===== src/rtl/hls_ctrl_initiator.sv =====
// ap_ctrl_hs master: launches an HLS accelerator N times per host command and buffers each result one-deep.
// Accept->ap_start 2 cycles; a full output register stalls in HOLD; optional watchdog via HLS_CTRL_INIT_TIMEOUT_EN.
module hls_ctrl_initiator #(
   parameter int DW      = 32,
   parameter int CNT_W   = 8,
   parameter int TIMEOUT = 1024
) (
   input  logic             ap_clk,
   input  logic             ap_rst_n,
   input  logic             cmd_valid,
   output logic             cmd_ready,
   input  logic [CNT_W-1:0] cmd_count,
   output logic             acc_start,
   input  logic             acc_ready,
   input  logic             acc_done,
   input  logic             acc_idle,
   input  logic [DW-1:0]    acc_res,
   input  logic             acc_res_vld,
   output logic [DW-1:0]    res_data,
   output logic             res_valid,
   input  logic             res_ready,
   output logic             busy,
   output logic             run_done,
   output logic             timeout_err
);

   localparam logic [2:0] S_IDLE      = 3'd0;
   localparam logic [2:0] S_WAIT_IDLE = 3'd1;
   localparam logic [2:0] S_START     = 3'd2;
   localparam logic [2:0] S_WAIT_DONE = 3'd3;
   localparam logic [2:0] S_HOLD      = 3'd4;

   logic [2:0]       state;
   logic [2:0]       state_nxt;
   logic [CNT_W-1:0] remaining;
   logic [DW-1:0]    cap;
   logic             accept;
   logic             in_launch;
   logic             launch_end;
   logic             out_free;
   logic             hold_load;
   logic             tmo_hit;

   // cmd_ready is gated by reset so it reads 0 for as long as reset is held.
   assign cmd_ready  = ap_rst_n && (state == S_IDLE);
   assign accept     = cmd_valid && cmd_ready;
   assign acc_start  = (state == S_START);
   assign busy       = (state != S_IDLE);
   assign in_launch  = (state == S_START) || (state == S_WAIT_DONE);
   assign launch_end = ((state == S_START) && acc_ready && acc_done) ||
                       ((state == S_WAIT_DONE) && acc_done);
   assign out_free   = !res_valid || res_ready;
   assign hold_load  = (state == S_HOLD) && out_free;

`ifdef HLS_CTRL_INIT_TIMEOUT_EN
   localparam int TMR_W = (TIMEOUT > 2) ? $clog2(TIMEOUT) : 1;

   logic [TMR_W-1:0] tmr;
   logic             tmo_err_q;

   // A launch that completes on the limit cycle is honoured rather than aborted.
   assign tmo_hit     = in_launch && !launch_end && (tmr == TMR_W'(TIMEOUT - 1));
   assign timeout_err = tmo_err_q;

   always_ff @(posedge ap_clk) begin
      if (!ap_rst_n) begin
         tmr       <= '0;
         tmo_err_q <= 1'b0;
      end else begin
         if ((state == S_WAIT_IDLE) && acc_idle) begin
            tmr <= '0;
         end else if (in_launch) begin
            tmr <= tmr + 1'b1;
         end
         if (accept) begin
            tmo_err_q <= 1'b0;
         end else if (tmo_hit) begin
            tmo_err_q <= 1'b1;
         end
      end
   end
`else
   logic unused_cfg;

   assign unused_cfg  = (TIMEOUT < 2);
   assign tmo_hit     = 1'b0;
   assign timeout_err = 1'b0;
`endif

   always_comb begin
      state_nxt = state;
      case (state)
         S_IDLE: begin
            if (accept && (cmd_count != '0)) state_nxt = S_WAIT_IDLE;
         end
         S_WAIT_IDLE: begin
            if (acc_idle) state_nxt = S_START;
         end
         S_START: begin
            if (acc_ready) state_nxt = acc_done ? S_HOLD : S_WAIT_DONE;
         end
         S_WAIT_DONE: begin
            if (acc_done) state_nxt = S_HOLD;
         end
         S_HOLD: begin
            if (out_free) state_nxt = (remaining == CNT_W'(1)) ? S_IDLE : S_WAIT_IDLE;
         end
         default: state_nxt = S_IDLE;
      endcase
      if (tmo_hit) state_nxt = S_IDLE;
   end

   always_ff @(posedge ap_clk) begin
      if (!ap_rst_n) begin
         state     <= S_IDLE;
         remaining <= '0;
         cap       <= '0;
         res_data  <= '0;
         res_valid <= 1'b0;
         run_done  <= 1'b0;
      end else begin
         state    <= state_nxt;
         run_done <= 1'b0;

         if (accept) begin
            remaining <= cmd_count;
            if (cmd_count == '0) run_done <= 1'b1;
         end

         // Last ap_vld beat of the launch wins; no beat leaves the result at 0.
         if ((state == S_WAIT_IDLE) && acc_idle) begin
            cap <= '0;
         end else if (in_launch && acc_res_vld) begin
            cap <= acc_res;
         end

         if (hold_load) begin
            res_data  <= cap;
            res_valid <= 1'b1;
            remaining <= remaining - 1'b1;
            if (remaining == CNT_W'(1)) run_done <= 1'b1;
         end else if (res_ready) begin
            res_valid <= 1'b0;
         end

         if (tmo_hit) begin
            remaining <= '0;
            run_done  <= 1'b1;
         end
      end
   end

endmodule


===== config.mk =====
export PLATFORM = sky130hd
export DESIGN_NAME = hls_ctrl_initiator
export DESIGN_NICKNAME = d
export VERILOG_FILES = /design/src/rtl/hls_ctrl_initiator.sv
export SDC_FILE = /design/constraint.sdc
export NUM_CORES = 1
export LEC_CHECK = 0
export BUFFER_PORTS_ARGS = -buffer_cell sky130_fd_sc_hd__buf_2
export CAP_MARGIN = 20
export CORE_ASPECT_RATIO = 1.4
export CORE_UTILIZATION = 45
export CTS_BUF_LIST = sky130_fd_sc_hd__clkbuf_4 sky130_fd_sc_hd__clkbuf_8
export DETAILED_ROUTE_END_ITERATION = 12
export MAX_ROUTING_LAYER = met4
export PLACE_DENSITY = 0.73
export SLEW_MARGIN = 0
export SYNTH_ARGS = -nofsm -noshare
export SYNTH_HDL_FRONTEND = slang
export SYNTH_SLANG_ARGS = --single-unit

===== constraint.sdc =====
create_clock -name ap_clk -period 1.7 [get_ports ap_clk]
set_clock_uncertainty 0.15 [all_clocks]
set_input_delay 0.34 -clock ap_clk [delete_from_list [all_inputs] [get_ports ap_clk]]
set_output_delay 0.34 -clock ap_clk [all_outputs]
set_load 0.05 [all_outputs]

==> out/results.ini <==
[outcome]
run_status = complete, but fails checks
failed_checks = DRC, setup timing

[worst_setup_path]
timing.setup.critical_path_class = flop to flop
ff2ff_path_depth = 7
worstPathRequired_ps = 1810
timing.critical_path.from_type = flop
startpoint_of_the_most_critical_register_to_register_path = state[1]$_SDFFE_PN0P_
timing.critical_path.arrival_ps = 1940
critical_path.max_fanout = 6
r2r_slack_ps = -130
crit_path_end_kind = flop
worst_r2r_endpoint = remaining[6]$_SDFFE_PN0P_

[routing]
detailedRoute.firstIterationViolations = 116
avgViaCountPerCell = 5.25
antenna_violating_nets_post_route = 0
detailroute.via_count = 2954
drc = 7
post_detailed_route_wirelength_per_cell_um = 14.4
detailedRoute.firstPassIterationCount = 9
postRouteWirelength_mm = 8.11

[power_and_ir_drop]
power.ir.vdd_worst_v = 0.000632
comb_power_share_pct = 23.2
power.static_leakage_nw = 1.84
power-per-cell-area_nw_per_um2 = 959
p_seq_share_pct = 47.6
switching_power_mw = 1.24
cell_internal_power_mw = 2.87
clock_group_share_of_total_power_pct = 29.2
switching_share_pct = 30.1

[synth]
synth-async-reset-ratio_pct = 0
top_count_cell_post_synth = sky130_fd_sc_hd__nand2_1
mappedNetlistArea_um2 = 3030
post_synthesis_cell_type_with_the_largest_combined_area = sky130_fd_sc_hd__dfxtp_1
post-synth-top-area-fraction_pct = 50.9
postSynth.topFlopCell = sky130_fd_sc_hd__dfxtp_1
syn_inst = 383
synthDistinctLibCells = 40
synth_top_cells_by_count = sky130_fd_sc_hd__nand2_1, sky130_fd_sc_hd__dfxtp_1, sky130_fd_sc_hd__a21oi_1
seq_area_frac_synth_pct = 50.9
synth_edf_count = 0
syn_nets = 433
leading_post_synthesis_cells_by_cell_area = sky130_fd_sc_hd__dfxtp_1, sky130_fd_sc_hd__nand2_1, sky130_fd_sc_hd__a21oi_1
avgSynthCellArea_um2 = 7.90
synth-warning-count = 0
flop_and_latch_count_out_of_synthesis = 77

[cells_and_area]
layout-drive-gt1-share_pct = 41.3
layout.core_utilization_pct = 65.7
layout-area-overhead-vs-synth_pct = 41.5
net_count_reported_at_finish = 535
final.fill_count = 554
n_antenna_cell = 0
area_used_by_multi_input_combinational_logic_um2 = 1640
regArea_um2 = 1550

[die]
rows = 35
floorplan.die.height_um = 99.0
pin_count = 86
dieArea_um2 = 7060
design.core.area_um2 = 6530
floorplan.die.width_um = 71.3
start_util_pct = 46.4

[min_path]
holdPathStages = 3
worst_hold_path.endpoint = cap[11]$_SDFFE_PP0P_
min-delay-start = acc_res[11]
hold_path_class = input port to flop

[timing]
fmax_ghz = 0.546
finalSetupViolCount = 40
period_share_pct = 108
final_critical_path_setup_slack_ps = -130
finalHoldViolCount = 0
worst-slew-pin-transition_ps = 631
max_slew_headroom_pct = 57.6
final-max-slew-violation-count = 0
fin_crit_ps = 1830
rsz0062_at_grt = yes

[cts]
tritoncts = done
cts_htree_levels = 3
clock_tree.buffer_depth = 2
path_clk_slew_ps = 80
clockRootBuffer = sky130_fd_sc_hd__clkbuf_8
clk-insertion-delay-late_ps = 330
clock_sink_count = 77
cts-buffers-inserted = 9

[placement]
number_of_buffers_inserted_by_port_buffering = 84
last_weighted_congestion_value_of_the_routability_driven_placer = 0.913
hpwl_mm = 4.99
pre_cts_ws_ps = 14.9

[global_route]
grt_first_pass_wirelength_mm = 12.0
number_of_global_route_vias_before_repair = 2718
grt.overflow.total = 0
gr-usage-all-layers_pct = 22.4
number_of_antenna_violations_at_the_first_check_in_global_routing = 0
grt_max_degree = 44

[job]
cap_viol_max_count = 0

critical path, stage by stage (launching register included):
cell and delay (ps):
sky130_fd_sc_hd__dfxtp_4 360, sky130_fd_sc_hd__buf_6 120, sky130_fd_sc_hd__or3b_4 410, sky130_fd_sc_hd__nor2_4 250, sky130_fd_sc_hd__buf_4 160, sky130_fd_sc_hd__buf_4 90, sky130_fd_sc_hd__nand3_1 60, sky130_fd_sc_hd__a31oi_1 160
stage by stage:
step / hold WS, ps / std cells / cell area (um^2) / power, mW / setup TNS, ps
after floorplan: 282 / 383 / 3050 / 2.53 / -57.5
after global placement: 286 / 531 / 3580 / 2.70 / 0
after detailed placement: 292 / 531 / 3580 / 2.71 / 0
after CTS: 68.2 / 548 / 3810 / 3.97 / -327
after global routing: 78.4 / 563 / 4280 / 4.31 / -6680
final: 85.1 / 563 / 4280 / 4.11 / -3540
registers in the layout, indices dropped and copies added (netlist names):
register	count
res_data	32
res_valid	1
cap	32
remaining	8
run_done	1
state	3
per-layer routing:
layer | up-vias | GRT usage (%) | share of wire (%)
met4 | 0 | 10.5 | 1.8
met2 | 87 | 37.7 | 52
met3 | 14 | 3.58 | 3.8
met5 | - | - | 0
met1 | 1371 | 25.9 | 42
li1 | 1482 | - | -
worst max-delay path by stage:
stage	slack, ps	to	cells past startpoint	start
4_1_cts	-160	cmd_ready	3	state[1]$_SDFFE_PN0P_
5_1_grt	-170	cmd_ready	3	state[0]$_SDFFE_PN0P_
3_3_place_gp	60	state[0]$_SDFFE_PN0P_	5	cmd_count[2]
6_report	-130	remaining[6]$_SDFFE_PN0P_	7	state[1]$_SDFFE_PN0P_
2_1_floorplan	-40	run_done$_SDFF_PN0_	7	state[2]$_SDFFE_PN0P_
3_5_place_dp	10	cap[19]$_SDFFE_PP0P_	5	state[1]$_SDFFE_PN0P_
power groups by stage:
stage / Sequential [mW] / Combinational [mW] / Clock, mW
after floorplan: 1.97 / 0.569 / 0
after global placement: 1.98 / 0.720 / 0
after detailed placement: 1.98 / 0.726 / 0
after CTS: 1.94 / 0.799 / 1.24
after global routing: 1.97 / 1.03 / 1.32
final: 1.96 / 0.955 / 1.20
area by class of cell:
type,count,area share (%)
clock buffers,11,3.39
clock inverters,4,0.584
repair buffers,118,19.1
inverters,3,0.263
multi-input cells,276,38.3
well taps,74,2.16
flip-flops and latches,77,36.2
cells by family (layout without fill, tap and decap cells):
kind of cell,after synthesis,in the layout,share of synthesized area [%]
AND/OR/NAND/NOR,175,175,25.0
AO/OA/AOI/OAI,96,96,17.6
flip-flops,77,77,50.9
buffers and inverters,30,136,4.92
adder cells (fa/ha/maj),2,2,0.827
multiplexers,2,2,0.661
other,1,1,0.124
placed cells by master, fill, tap and decap left out, drive strengths merged:
master / count
nand3: 8
a31oi: 4
clkinvlp: 2
o21ai: 6
clkbuf: 12
o21a: 1
and2: 2
ha: 2
a211oi: 4
a311oi: 1
nand2b: 1
o32ai: 1
mux2i: 2
o22ai: 1
a2bb2oi: 4
and4: 1
nor4: 4
nor4bb: 1
nor3b: 3
conb: 1
o21bai: 1
nor3: 2
o211ai: 3
nor2b: 3
buf: 117
nor2: 5
nand3b: 1
nand2: 140
dfxtp: 77
or3b: 1
clkinv: 3
or3: 2
inv: 2
or2: 1
a21oi: 70
repair_timing:
| action | 4_1_cts | 5_1_grt |
|---|---|---|
| resized for setup | 16 | 93 |
| buffers inserted | 2 | 13 |
| endpoints found under the setup margin | 5 | 60 |
| cloned | 0 | 2 |
| pin swaps | 6 | 44 |
| hold buffers | 0 | 0 |
(Power assumes the default switching activity.)
